==> config.mk <==
export PLATFORM = sky130hd
export DESIGN_NAME = noc_credit_link_flat
export DESIGN_NICKNAME = d
export VERILOG_FILES = /design/src/rtl/noc_credit_link_if.sv /design/src/rtl/noc_credit_link.sv /design/src/flat_wrapper.sv
export SDC_FILE = /design/constraint.sdc
export NUM_CORES = 1
export LEC_CHECK = 0
export ABC_CLOCK_PERIOD_IN_PS = 1750
export BUFFER_PORTS_ARGS = -buffer_cell sky130_fd_sc_hd__buf_4
export CAP_MARGIN = 20
export CORE_AREA = 2 2 431 433
export DETAILED_ROUTE_END_ITERATION = 8
export DIE_AREA = 0 0 433 435
export GPL_TIMING_DRIVEN = 0
export PLACE_DENSITY = 0.37
export SLEW_MARGIN = 10
export SYNTH_ARGS = -nofsm -noshare
export SYNTH_HDL_FRONTEND = slang
export SYNTH_SLANG_ARGS = --single-unit
==> constraint.sdc <==
create_clock -name clk_noc -period 1.75 [get_ports clk_noc]
set_input_delay 0.175 -clock clk_noc [delete_from_list [all_inputs] [get_ports clk_noc]]
set_output_delay 0.175 -clock clk_noc [all_outputs]
set_load 0.05 [all_outputs]
==> src/rtl/noc_credit_link_if.sv <==
// ============================================================================
// Module      : noc_credit_link_if
// Description : Router-side valid/ready handshake and link-side send/credit
//               wires for a bundle of NUM_LINKS credit-flow-controlled links.
//               master : router + downstream neighbour (drives flits in and
//                        credits back, observes the link outputs)
//               slave  : noc_credit_link
// Signals     : in_valid/in_ready/in_data/in_dest/in_is_tail  router side
//               data_out/dest_out/is_tail_out/send_out        link forward
//               credit_in                                     link reverse
// Revision    : 1.0 - initial release
// ============================================================================
`default_nettype none

interface noc_credit_link_if #(
  parameter int NUM_LINKS  = 4,
  parameter int FLIT_WIDTH = 128,
  parameter int DEST_WIDTH = 6
);
  logic [0:NUM_LINKS-1]  in_valid;
  logic [0:NUM_LINKS-1]  in_ready;
  logic [FLIT_WIDTH-1:0] in_data     [0:NUM_LINKS-1];
  logic [DEST_WIDTH-1:0] in_dest     [0:NUM_LINKS-1];
  logic [0:NUM_LINKS-1]  in_is_tail;
  logic [FLIT_WIDTH-1:0] data_out    [0:NUM_LINKS-1];
  logic [DEST_WIDTH-1:0] dest_out    [0:NUM_LINKS-1];
  logic [0:NUM_LINKS-1]  is_tail_out;
  logic [0:NUM_LINKS-1]  send_out;
  logic [0:NUM_LINKS-1]  credit_in;

  modport master (
    output in_valid, in_data, in_dest, in_is_tail, credit_in,
    input  in_ready, data_out, dest_out, is_tail_out, send_out
  );

  modport slave (
    input  in_valid, in_data, in_dest, in_is_tail, credit_in,
    output in_ready, data_out, dest_out, is_tail_out, send_out
  );
endinterface

`default_nettype wire

==> src/rtl/noc_credit_link.sv <==
// ============================================================================
// Module      : noc_credit_link
// Description : NUM_LINKS independent credit-flow-controlled router-to-router
//               output links with NUM_PIPELINE register stages on both the
//               forward (flit) and reverse (credit) paths.
// Ports       : clk_noc       NoC clock
//               rst_n         asynchronous active-low reset
//               lnk           noc_credit_link_if.slave (handshake + link wires)
//               credit_avail  per-link credit count (CW bits)
//               err_overflow  per-link sticky credit-overflow flag
//               flit_count    per-link accepted flits   (STATS build only)
//               pkt_count     per-link accepted packets (STATS build only)
// Options     : define NOC_CREDIT_LINK_STATS_EN to add flit/packet counters.
// Revision    : 1.0 - initial release
// ============================================================================
`default_nettype none

module noc_credit_link #(
  parameter int NUM_LINKS         = 4,
  parameter int FLIT_WIDTH        = 128,
  parameter int DEST_WIDTH        = 6,
  parameter int FLIT_BUFFER_DEPTH = 1,
  parameter int NUM_PIPELINE      = 0,
  localparam int CW               = $clog2(FLIT_BUFFER_DEPTH + 1)
) (
  input  wire logic            clk_noc,
  input  wire logic            rst_n,
  noc_credit_link_if.slave     lnk,
  output logic [CW-1:0]        credit_avail [0:NUM_LINKS-1],
  output logic [0:NUM_LINKS-1] err_overflow
`ifdef NOC_CREDIT_LINK_STATS_EN
  ,
  output logic [31:0]          flit_count   [0:NUM_LINKS-1],
  output logic [31:0]          pkt_count    [0:NUM_LINKS-1]
`endif
);

  localparam logic [CW-1:0] c_depth = CW'(FLIT_BUFFER_DEPTH);

  for (genvar i = 0; i < NUM_LINKS; i++) begin : g_link
    logic [CW-1:0]         r_cnt;
    logic                  r_err;
    logic                  w_ready;
    logic                  w_hs;
    logic                  w_cret;
    // Stage 0 is the capture register; stage NUM_PIPELINE drives the link.
    logic                  r_send [0:NUM_PIPELINE];
    logic [FLIT_WIDTH-1:0] r_data [0:NUM_PIPELINE];
    logic [DEST_WIDTH-1:0] r_dest [0:NUM_PIPELINE];
    logic                  r_tail [0:NUM_PIPELINE];

    // Ready depends only on the credit count, never on in_valid.
    assign w_ready = (r_cnt != '0);
    assign w_hs    = lnk.in_valid[i] & w_ready;

    if (NUM_PIPELINE == 0) begin : g_cred_direct
      assign w_cret = lnk.credit_in[i];
    end else begin : g_cred_pipe
      logic [NUM_PIPELINE-1:0] r_cred;
      always_ff @(posedge clk_noc or negedge rst_n) begin
        if (!rst_n) begin
          r_cred <= '0;
        end else begin
          r_cred[0] <= lnk.credit_in[i];
          for (int k = 1; k < NUM_PIPELINE; k++) begin
            r_cred[k] <= r_cred[k-1];
          end
        end
      end
      assign w_cret = r_cred[NUM_PIPELINE-1];
    end

    // Forward path: send bits shift every cycle; payload only loads behind
    // a set send bit so idle stages do not toggle.
    always_ff @(posedge clk_noc or negedge rst_n) begin
      if (!rst_n) begin
        for (int k = 0; k <= NUM_PIPELINE; k++) begin
          r_send[k] <= 1'b0;
          r_data[k] <= '0;
          r_dest[k] <= '0;
          r_tail[k] <= 1'b0;
        end
      end else begin
        r_send[0] <= w_hs;
        if (w_hs) begin
          r_data[0] <= lnk.in_data[i];
          r_dest[0] <= lnk.in_dest[i];
          r_tail[0] <= lnk.in_is_tail[i];
        end
        for (int k = 1; k <= NUM_PIPELINE; k++) begin
          r_send[k] <= r_send[k-1];
          if (r_send[k-1]) begin
            r_data[k] <= r_data[k-1];
            r_dest[k] <= r_dest[k-1];
            r_tail[k] <= r_tail[k-1];
          end
        end
      end
    end

    // Credit counter: a simultaneous send and returned credit cancel out.
    // A returned credit at full count saturates and raises the sticky error.
    always_ff @(posedge clk_noc or negedge rst_n) begin
      if (!rst_n) begin
        r_cnt <= c_depth;
        r_err <= 1'b0;
      end else if (w_hs && !w_cret) begin
        r_cnt <= r_cnt - CW'(1);
      end else if (w_cret && !w_hs) begin
        if (r_cnt == c_depth) begin
          r_err <= 1'b1;
        end else begin
          r_cnt <= r_cnt + CW'(1);
        end
      end
    end

    assign lnk.in_ready[i]    = w_ready;
    assign lnk.send_out[i]    = r_send[NUM_PIPELINE];
    assign lnk.data_out[i]    = r_data[NUM_PIPELINE];
    assign lnk.dest_out[i]    = r_dest[NUM_PIPELINE];
    assign lnk.is_tail_out[i] = r_tail[NUM_PIPELINE];
    assign credit_avail[i]    = r_cnt;
    assign err_overflow[i]    = r_err;

`ifdef NOC_CREDIT_LINK_STATS_EN
    logic [31:0] r_flits;
    logic [31:0] r_pkts;
    always_ff @(posedge clk_noc or negedge rst_n) begin
      if (!rst_n) begin
        r_flits <= '0;
        r_pkts  <= '0;
      end else if (w_hs) begin
        r_flits <= r_flits + 32'd1;
        if (lnk.in_is_tail[i]) begin
          r_pkts <= r_pkts + 32'd1;
        end
      end
    end
    assign flit_count[i] = r_flits;
    assign pkt_count[i]  = r_pkts;
`endif
  end : g_link

endmodule

`default_nettype wire

==> src/flat_wrapper.sv <==
// flat-port wrapper written by rule: the top's interface ports become plain ports
module noc_credit_link_flat 
#(
  parameter int NUM_LINKS         = 4,
  parameter int FLIT_WIDTH        = 128,
  parameter int DEST_WIDTH        = 6,
  parameter int FLIT_BUFFER_DEPTH = 1,
  parameter int NUM_PIPELINE      = 0,
  localparam int CW               = $clog2(FLIT_BUFFER_DEPTH + 1)
)
  (clk_noc, rst_n, credit_avail, err_overflow, lnk_in_valid, lnk_in_data, lnk_in_dest, lnk_in_is_tail, lnk_credit_in, lnk_in_ready, lnk_data_out, lnk_dest_out, lnk_is_tail_out, lnk_send_out);
  noc_credit_link_if #(.NUM_LINKS(NUM_LINKS), .FLIT_WIDTH(FLIT_WIDTH), .DEST_WIDTH(DEST_WIDTH)) lnk_i ();
  input  wire logic clk_noc;
  input  wire logic rst_n;
  output logic [CW-1:0] credit_avail[0:NUM_LINKS-1];
  output logic [0:NUM_LINKS-1] err_overflow;
  input wire logic [$bits(lnk_i.in_valid)-1:0] lnk_in_valid;
  input wire logic [$bits(lnk_i.in_data)-1:0] lnk_in_data;
  input wire logic [$bits(lnk_i.in_dest)-1:0] lnk_in_dest;
  input wire logic [$bits(lnk_i.in_is_tail)-1:0] lnk_in_is_tail;
  input wire logic [$bits(lnk_i.credit_in)-1:0] lnk_credit_in;
  output wire logic [$bits(lnk_i.in_ready)-1:0] lnk_in_ready;
  output wire logic [$bits(lnk_i.data_out)-1:0] lnk_data_out;
  output wire logic [$bits(lnk_i.dest_out)-1:0] lnk_dest_out;
  output wire logic [$bits(lnk_i.is_tail_out)-1:0] lnk_is_tail_out;
  output wire logic [$bits(lnk_i.send_out)-1:0] lnk_send_out;
  assign lnk_i.in_valid = lnk_in_valid;
  assign lnk_i.in_data = {>>{lnk_in_data}};
  assign lnk_i.in_dest = {>>{lnk_in_dest}};
  assign lnk_i.in_is_tail = lnk_in_is_tail;
  assign lnk_i.credit_in = lnk_credit_in;
  assign lnk_in_ready = lnk_i.in_ready;
  assign lnk_data_out = {>>{lnk_i.data_out}};
  assign lnk_dest_out = {>>{lnk_i.dest_out}};
  assign lnk_is_tail_out = lnk_i.is_tail_out;
  assign lnk_send_out = lnk_i.send_out;
  noc_credit_link #(.NUM_LINKS(NUM_LINKS), .FLIT_WIDTH(FLIT_WIDTH), .DEST_WIDTH(DEST_WIDTH), .FLIT_BUFFER_DEPTH(FLIT_BUFFER_DEPTH), .NUM_PIPELINE(NUM_PIPELINE)) u_core (.clk_noc(clk_noc), .rst_n(rst_n), .lnk(lnk_i), .credit_avail(credit_avail), .err_overflow(err_overflow));
endmodule
==> results.md, run 1 <==
- Status: completed
- Final hold slack: 0.0869 ns
- Rows: 158
- Clock root cell: clkbuf_16
- Area contributors post-synth: dfrtp_1 64%, mux2_2 20%, mux2_4 11%
- Post-synth EDFFs: 0
- Worst hold path class: input pin to asynchronous set/reset pin
- Clock network fraction of total power: 25.2%
- Die Y-Extent: 435 um
- Cell total after placement: 4792
- H-tree Lvls: 3
- Share of cells above drive strength 1: 63.0%
- Async set or reset register ratio after synthesis: 100%
- Drt total wl: 105000 um
- Total GRT Usage: 10.7%
- Vias in the first global route: 19200
- Detailed Route Iter0 Violations: 456
- Grt ovf: 0
- R2R setup slack: 0.01 ns
- Hpwl dp: 80500 um
- GPL Wtd Cong: 0.798
- Combinational power share: 45.9%
- Worst-skew pair later-pin latency: 0.66 ns
- PortBufs: 1105
- Crit Reg-Reg Startpoint: u_core.g_link[3].r_cnt$_DFFE_PN1P_
- CTS tree: done
- Final antenna-violating net count: 0
- Commonest non-fill, non-tap cell in the layout: buf_4
- Starting Density: 11.7%
- Pint: 36400 uW
- Worst-path fanout max: 9
- Largest net degree at the start of global routing: 94
- Post-route setup slack: 0.0113 ns
- Slew Limit Fails: 0
- Tcrit/Tclk final: 99.4%
- Minimum clock period: 1.74 ns
- WL/cell: 18.9 um
- Final setup vio count: 0
- Final Hold Viols: 0
- Syn Std Cell Area: 0.0215 mm2
- Yosys reg bits: 552
- Pre-CTS setup slack: -0.352 ns
- Most frequent cells in the layout: 1156 x buf_4, 552 x dlygate4sd3_1, 548 x dfrtp_1
- Post-synthesis cell count: 1201
- Yosys warnings: 0
- Initial antenna violation count: 29
- Clock Skew: 0.0199 ns
- Net switching power: 26100 uW
- Die width: 433 um
- Worst vdd ir: 0.000856 V
- Switching Fraction: 41.7%
- Clock sink total: 552
- Post-synth top area cell: dfrtp_1
- I/O Pins: 1106
- Ys flop type: dfrtp_1
- Core area: 0.184 mm2
- Critical path required time: 2.30 ns
- First-pass GRT wire length: 145000 um
- Fmax: 575 MHz
- Via density: 3.11
- Startpoint types: flip-flop
- Area growth from synthesis to layout: 97.2%
- Leak: 0.0193 uW
- Post-Route Setup TNS: 0 ns
- CTS max path bufs: 3
- Critical path class: flip-flop to flip-flop
- R2R cell count: 7
- Max-cap viol count: 0
- Post-Layout Cell Count: 5556
- Drt pass-1 iters: 5
- Mapped Avg Cell Area: 17.9 um2
- Total CTS buffers: 75
- Yosys cell types: 14
- Die footprint: 0.188 mm2
- Total Nets Final: 3570
- Register area share after synthesis: 64.1%
- Net Count, Synth: 1759
- Crit path arrival time: 2.29 ns
- Power after layout: 62500 uW
- RSZ-0062 raised after global routing: yes
- Reg clk slew, reported paths: 0.06 ns
- Sequential cell fraction of total power: 28.9%
- Rel. slew slack: 59.9%
- Synth top area share: 63.6%
- Crit. End Element: flip-flop
- # DRC: 0
- Worst-Margin Slew: 0.600 ns
- Routed via count: 17300
- PD cells: 1470 mW/mm2
- Worst R2R End: u_core.g_link[3].r_data[11]$_DFFE_PN0P_
==> Yosys cell counts, types with 3 or more instances <==
cell type,number
inv_4,4
mux2_2,388
nand2_2,4
buf_8,4
mux2_4,156
ha_1,8
inv_1,5
a21o_1,3
buf_4,56
buf_12,16
dfrtp_1,548
nand2_1,4
dfstp_2,4
==> flip-flops by register name, indices dropped and copies added (netlist names) <==
name                  cells
u_core.g_link.r_tail      4
u_core.g_link.r_cnt       4
u_core.g_link.r_data    512
u_core.g_link.r_dest     24
u_core.g_link.r_err       4
u_core.g_link.r_send      4
==> what timing repair did <==
action / CTS / global route
setup buffers: 32 / 26
pin swaps: 1 / 1
endpoints found under the hold margin: 740 / 33
gates cloned: 0 / 5
hold buffers: 557 / 6
gates resized for setup: 64 / 30
setup endpoints to repair: 357 / 126
==> per-layer routing <==
layer  vias to the layer above  track usage, %  routed length (um)
met4                        32            3.41                3030
met5                         -               0                 186
met3                       150            3.42                6900
met1                      8641            11.9               40000
li1                       7859               -                   -
met2                       576            19.3               54900
==> power groups by stage <==
stage	sequential (uW)	combinational, uW	clock, uW
after CTS	18100	28700	16500
after global routing	18500	29700	17100
after detailed placement	18200	26800	0
after global placement	18200	26800	0
after floorplan	29300	5830	0
final	18100	28700	15800
==> stage by stage <==
step                      util, %  cell area [um2]
after detailed placement     18.0            33100
after floorplan                 -            21500
final                        23.1            42500
after global routing         23.1            42500
after CTS                    22.8            41900
after global placement       17.9            32900
==> kinds of logic after synthesis <==
group	count (synthesis)	share of synthesized area (%)
and+or+nand+nor	8	0.186
buffers and inverters	85	3.92
AOI/OAI and AO/OA	4	0.145
muxes	544	31.1
adders and majority gates	8	0.465
DFF	552	64.1
==> worst max-delay path by stage <==
stage	start	endpoint	slack [ns]	cells after the start
final	u_core.g_link[3].r_cnt$_DFFE_PN1P_	u_core.g_link[3].r_data[11]$_DFFE_PN0P_	0.01	7
after global routing	u_core.g_link[3].r_cnt$_DFFE_PN1P_	credit_avail[0]	-0.06	2
after CTS	u_core.g_link[0].r_cnt$_DFFE_PN1P_	credit_avail[3]	-0.06	2
after detailed placement	u_core.g_link[0].r_cnt$_DFFE_PN1P_	u_core.g_link[0].r_cnt$_DFFE_PN1P_	-0.35	6
after global placement	rst_n	u_core.g_link[3].r_data[109]$_DFFE_PN0P_	-6.86	1
after floorplan	u_core.g_link[2].r_cnt$_DFFE_PN1P_	u_core.g_link[2].r_cnt$_DFFE_PN1P_	0.16	6
==> layout make-up <==
cell class	count	area, um2
clock inverters	16	174
well taps	2480	3100
plain buffers	74	982
inverters	9	72.6
repair buffers	1736	15100
diodes	8	20.0
fillers	19600	142000
multi-input cells	564	6930
clock buffers	117	2310
flip-flops and latches	552	13800
==> critical path: stages, from the launching register on <==
cell	delay, ns
dfstp_2	0.58
buf_6	0.12
nand2_4	0.06
inv_8	0.09
buf_12	0.11
buf_12	0.15
clkbuf_16	0.18
mux2_4	0.29
Note: power is estimated with default switching activity, not from simulation.
==> run 2: changes to the inputs <==
Settings changed: ABC_CLOCK_PERIOD_IN_PS 1750 to 1550, CORE_AREA 2 2 431 433 to 2 2 430 432, DIE_AREA 0 0 433 435 to 0 0 432 434, PLACE_DENSITY 0.37 to 0.38.
Clock period 1.75 ns to 1.55 ns, I/O delays scaled along.
==> run 2 against run 1 <==
Effect of this change:
- the flow now finishes with violations (hold timing, setup timing)
- total power up 24%
- critical path depth up 1
- routed wire length up 23%
- clock skew up 0.019 ns
- critical path type unchanged
- count of clock-buffer cells in the layout down 3
- non-clock buffer count up 62
- maximum frequency down 5.7%
- sequential share of layout area down 2.5 points
- sequential power up 15%
- highest routed layer unchanged
- die area down 0.46%
- final cell count down 0.13%
- largest power group unchanged
- largest cell class unchanged
- worst setup slack worse by 0.30 ns
==> results.md, run 2 (synthesized netlist as in run 1, its figures left out) <==
- Hpwl dp: 99200 um
- Tcrit/Tclk final: 119%
- Critical path class: flip-flop to flip-flop
- Fill cells: 19100
- Total Nets Final: 3633
- Post-Layout Cell Count: 5549
- Startpoint types: flip-flop
- Most frequent cells in the layout: 1037 x buf_4, 546 x dlygate4sd3_1, 525 x dfrtp_1
- Crit Reg-Reg Startpoint: u_core.g_link[1].r_cnt$_DFFE_PN1P_
- Drt total wl: 130000 um
- Rel. slew slack: 58.3%
- Vias in the first global route: 19600
- Failing checks: hold timing, setup timing
- Final setup vio count: 512
- Power after layout: 77200 uW
- Largest net degree at the start of global routing: 96
- Grt ovf: 0
- Worst-skew pair later-pin latency: 0.70 ns
- Max FFs per register: 512
- FF+latch area: 0.0138 mm2
- Clock network fraction of total power: 24.1%
- Worst vdd ir: 0.000934 V
- Clock root cell: clkbuf_16
- Leak: 0.0217 uW
- CTS tree: done
- Area of the multi-input gates: 0.00833 mm2
- GPL Wtd Cong: 0.826
- Cts hold-fix bufs: 546
- Sequential cell fraction of total power: 27.0%
- Rows: 157
- H-tree Lvls: 3
- Final hold slack: -0.605 ns
- Final antenna-violating net count: 0
- Clock sink total: 552
- Max-cap viol count: 0
- Worst hold path class: input pin to asynchronous set/reset pin
- Total CTS buffers: 76
- Final Hold Viols: 188
- Post-route setup slack: -0.293 ns
- Reg clk slew, reported paths: 0.06 ns
- Cell total after placement: 4697
- First-pass GRT wire length: 169000 um
- Initial antenna violation count: 55
- Die Y-Extent: 434 um
- Share of cells above drive strength 1: 64.6%
- Total GRT Usage: 13.0%
- Worst R2R End: u_core.g_link[1].r_data[90]$_DFFE_PN0P_
- Clock Skew: 0.0393 ns
- Starting Density: 11.8%
- CTS max path bufs: 3
- Die width: 432 um
- Area growth from synthesis to layout: 114%
- Crit. End Element: flip-flop
- Minimum clock period: 1.84 ns
- Fmax: 543 MHz
- PD cells: 1680 mW/mm2
- I/O Pins: 1106
- Combinational power share: 48.9%
- WL/cell: 23.3 um
- Via density: 3.28
- Commonest non-fill, non-tap cell in the layout: buf_4
- Crit path arrival time: 2.39 ns
- Drt pass-1 iters: 4
- Routed via count: 18200
- Detailed Route Iter0 Violations: 701
- Pint: 45000 uW
- Net switching power: 32200 uW
- Switching Fraction: 41.7%
- PortBufs: 1105
- # DRC: 0
- R2R cell count: 8
- Slew Limit Fails: 0
- Largest registers: u_core.g_link.r_data: 512 flops, u_core.g_link.r_dest: 24 flops
- RSZ-0062 raised after global routing: yes
- Core area: 0.182 mm2
- Status: finished, violations left
- Die footprint: 0.187 mm2
- Biggest register: u_core.g_link.r_data
- R2R setup slack: -0.29 ns
- Worst-Margin Slew: 0.625 ns
- Worst-path fanout max: 6
- Critical path required time: 2.10 ns
[run 2: cell count changes in the layout (fill, tap and decap cells not counted), moves of 24 or more]
| cell | previous run | this run |
|---|---|---|
| buf_8 | 9 | 33 |
| mux2_2 | 388 | 26 |
| buf_12 | 49 | 98 |
| buf_6 | 28 | 112 |
| buf_4 | 1156 | 1037 |
| mux2_4 | 156 | 518 |
[run 2: timing repair]
item	in CTS	in global routing
endpoints found under the hold margin	737	188
setup endpoints to repair	662	628
gates cloned	39	13
pin swaps	2	2
resized for setup	386	431
buffers inserted	94	51
[run 2: worst max-delay path, cell delays in order (launching register included)]
cell and delay, ns:
dfstp_2 0.58, buf_12 0.13, nand2_8 0.08, inv_12 0.10, buf_12 0.13, buf_12 0.14, buf_12 0.11, buf_12 0.12
mux2_4 0.30
[run 2: worst max-delay path by stage]
stage,start,endpoint,slack [ns],cells past startpoint
floorplan,u_core.g_link[0].r_cnt$_DFFE_PN1P_,u_core.g_link[0].r_cnt$_DFFE_PN1P_,-0.006,6
global placement,rst_n,u_core.g_link[3].r_data[26]$_DFFE_PN0P_,-7.19,1
detailed placement,u_core.g_link[1].r_cnt$_DFFE_PN1P_,u_core.g_link[1].r_cnt$_DFFE_PN1P_,-0.69,6
CTS,u_core.g_link[1].r_cnt$_DFFE_PN1P_,lnk_in_ready[2],-0.34,3
global route,u_core.g_link[1].r_cnt$_DFFE_PN1P_,lnk_in_ready[2],-0.34,3
finish,u_core.g_link[1].r_cnt$_DFFE_PN1P_,u_core.g_link[1].r_data[90]$_DFFE_PN0P_,-0.29,8
[run 2: stage by stage]
stage          hold WS [ns]  utilization, %  setup TNS, ns  setup WS [ns]  area, um2
2_1_floorplan        -0.141               -        -0.0158       -0.00638      21600
3_3_place_gp          0.386            18.0       -3914.50          -7.19      32900
3_5_place_dp          0.128            18.1        -194.76         -0.688      33000
4_1_cts              -0.672            24.5         -96.31         -0.340      44600
5_1_grt              -0.636            25.2         -93.18         -0.341      46100
6_report             -0.605            25.3         -67.27         -0.293      46100
[run 2: power by group through the flow]
stage / clock network, uW / registers, uW / logic [uW]
6_report: 18600 / 20900 / 37800
5_1_grt: 19900 / 21300 / 39000
4_1_cts: 19400 / 20600 / 36700
3_5_place_dp: 0 / 20700 / 31100
3_3_place_gp: 0 / 20700 / 31000
2_1_floorplan: 0 / 33100 / 6600
[run 2: metal layers]
metal | part of all wire (%) | up-vias | global-route usage, % | wire length, um
met5 | 0.13 | - | 0 | 162
li1 | - | 8037 | - | -
met4 | 2.4 | 28 | 3.62 | 3150
met1 | 43 | 9380 | 16.5 | 55400
met3 | 5.6 | 174 | 3.42 | 7200
met2 | 49 | 557 | 21.8 | 63600
[run 2: area by class of cell]
type                       instances  share of cell area [%]
antenna                           27                   0.147
buffer                            49                    1.96
clock buffer                     114                    4.74
clock inverter                    26                   0.861
inverter                           9                   0.171
multi-input combinational        564                    18.1
sequential                       552                    30.0
tap                             2385                    6.47
timing repair buffer            1823                    37.5
==> run 3: changes to the inputs <==
Settings changed: SETUP_SLACK_MARGIN set to 0.4, SLEW_MARGIN 10 to 20.
==> run 3 against run 2 <==
Effect of this change:
- the flow still finishes with violations (hold timing, setup timing)
- first-iteration DRC count decreased by 4.1%
- clock skew fell by 0.013 ns
- maximum frequency rose by 2.4%
- sequential power is essentially flat
- worst setup slack better by 0.044 ns
- register-to-register slack better by 0.04 ns
- design area grew 1.3%
- critical path type unchanged
- largest cell class unchanged
==> results.md, run 3 (synthesized netlist as in run 1, its figures left out) <==
- Vias in the first global route: 19100
- Area growth from synthesis to layout: 117%
- Post-route setup slack: -0.250 ns
- Crit. End Element: flip-flop
- Die Y-Extent: 434 um
- Worst-skew pair later-pin latency: 0.68 ns
- Clock Skew: 0.0264 ns
- PD cells: 1640 mW/mm2
- Clock network fraction of total power: 23.1%
- Worst hold path class: input pin to asynchronous set/reset pin
- Worst-Margin Slew: 0.465 ns
- Worst-path fanout max: 8
- Critical-path top delay cell: dfstp_2
- Sequential cell fraction of total power: 27.3%
- Crit Reg-Reg Startpoint: u_core.g_link[0].r_cnt$_DFFE_PN1P_
- Slowest stage delay, CP: 0.64 ns
- Critical path required time: 2.09 ns
- Detailed Route Iter0 Violations: 672
- Status: finished, violations left
- Drt total wl: 123000 um
- Grt ovf: 0
- Post-Route Setup TNS: -64.39 ns
- Cell repeated most along the worst path: buf_6
- Post-layout util: 25.6%
- Crit path arrival time: 2.34 ns
- WL/cell: 22.0 um
- R2R setup slack: -0.25 ns
- Combinational power share: 49.7%
- RSZ-0062 raised after global routing: yes
- Routed via count: 18100
- Total Nets Final: 3674
- I/O Pins: 1106
- Fmax: 556 MHz
- First-pass GRT wire length: 152000 um
- Max FFs per register: 512
- Largest net degree at the start of global routing: 80
- Tcrit/Tclk final: 116%
- Fill cells: 19100
- Finished Cell Area: 0.0467 mm2
- R2R cell count: 7
- Hpwl dp: 89000 um
- Initial antenna violation count: 36
- Drt pass-1 iters: 6
- Total GRT Usage: 11.6%
- Commonest non-fill, non-tap cell in the layout: buf_4
- H-tree Lvls: 3
- Worst R2R End: u_core.g_link[0].r_data[82]$_DFFE_PN0P_
- GPL Wtd Cong: 0.823
- Minimum clock period: 1.80 ns
- Critical path class: flip-flop to flip-flop
- Leak: 0.0219 uW
- Switching Fraction: 41.3%
- Rel. slew slack: 69.0%
- Total CTS buffers: 75
- Slew Limit Fails: 0
- Worst vdd ir: 0.000848 V
- CTS max path bufs: 3
- Startpoint types: flip-flop
- Die width: 432 um
- Net switching power: 31600 uW
- Rows: 157
- Most frequent cells in the layout: 1031 x buf_4, 544 x dlygate4sd3_1, 520 x dfrtp_1
- Die footprint: 0.187 mm2
- Final antenna-violating net count: 0
- Crit-path cells: buf_6 -> nand2_8 -> buf_12 -> clkinv_16 -> buf_6 -> clkbuf_16 -> mux2_2
- Clock sink total: 552
- Reg clk slew, reported paths: 0.06 ns
- Final setup vio count: 547
- Starting Density: 11.8%
- CTS tree: done
- Core area: 0.182 mm2
- Clock root cell: clkbuf_16
- PortBufs: 1105
- Final Hold Viols: 185
- Pint: 45000 uW
- Post-DP Area: 0.0332 mm2
- Final hold slack: -0.616 ns
- Cts hold-fix bufs: 544
- # DRC: 0
- Max-cap viol count: 0
- Biggest register: u_core.g_link.r_data
- Share of cells above drive strength 1: 65.3%
- Failing checks: hold timing, setup timing
- Largest registers: u_core.g_link.r_data: 512 flops, u_core.g_link.r_dest: 24 flops
- Via density: 3.25
-- run 3: timing repair --
item,in CTS,in global routing
gates resized for setup,81,684
gates cloned,9,55
pin swaps,0,3
setup buffers,29,88
endpoints found under the setup margin,1244,1282
endpoints found under the hold margin,724,178
-- run 3: worst max-delay path by stage --
stage                                             from  cells after the start  slack [ns]                                        to
finish              u_core.g_link[0].r_cnt$_DFFE_PN1P_                      7       -0.25   u_core.g_link[0].r_data[82]$_DFFE_PN0P_
global route        u_core.g_link[1].r_cnt$_DFFE_PN1P_                      3       -0.32                           credit_avail[2]
CTS                 u_core.g_link[3].r_cnt$_DFFE_PN1P_                      2       -0.33                           credit_avail[0]
detailed placement                               rst_n                      5       -0.66  u_core.g_link[3].r_data[107]$_DFFE_PN0P_
global placement                                 rst_n                      1       -7.15   u_core.g_link[3].r_data[70]$_DFFE_PN0P_
floorplan           u_core.g_link[2].r_cnt$_DFFE_PN1P_                      6      -0.002        u_core.g_link[2].r_cnt$_DFFE_PN1P_
-- run 3: per-stage QoR --
step | hold slack, ns | total power (uW) | setup slack, ns | cells
detailed placement | 0.133 | 51500 | -0.655 | 4699
floorplan | -0.141 | 39800 | -0.00235 | 1201
finish | -0.616 | 76700 | -0.250 | 5572
global route | -0.673 | 79700 | -0.323 | 5563
global placement | 0.386 | 51400 | -7.15 | 4691
CTS | -0.661 | 72200 | -0.328 | 5411
-- run 3: worst max-delay path: cells and delay by family (launching register included) --
kind / cells / cell delay, ns
DFF: 1 / 0.64
buffers and inverters: 5 / 0.64
muxes: 1 / 0.32
and+or+nand+nor: 1 / 0.07
-- run 3: layout make-up --
class / count / area, um2 / share of cell area [%]
clock buffers: 111 / 2210 / 4.73
multi-input cells: 564 / 8200 / 17.6
plain buffers: 76 / 1380 / 2.95
inverters: 9 / 91.3 / 0.196
flip-flops and latches: 552 / 13900 / 29.7
repair inverters: 2 / 50.0 / 0.107
clock inverters: 19 / 210 / 0.450
diodes: 18 / 45.0 / 0.0965
well taps: 2385 / 2980 / 6.39
repair buffers: 1836 / 17700 / 37.9
-- run 3: routing by layer --
metal,GRT usage [%],routed length [um]
met1,13.8,49400
met2,20.0,61500
met3,3.41,7810
met4,3.76,3920
met5,0,173
-- run 3: power groups by stage --
stage,Clock (uW),Sequential [uW],Combinational (uW)
after global routing,19000,21300,39400
final,17700,20900,38100
after detailed placement,0,20700,30800
after floorplan,0,33100,6730
after global placement,0,20700,30700
after CTS,18500,20500,33200
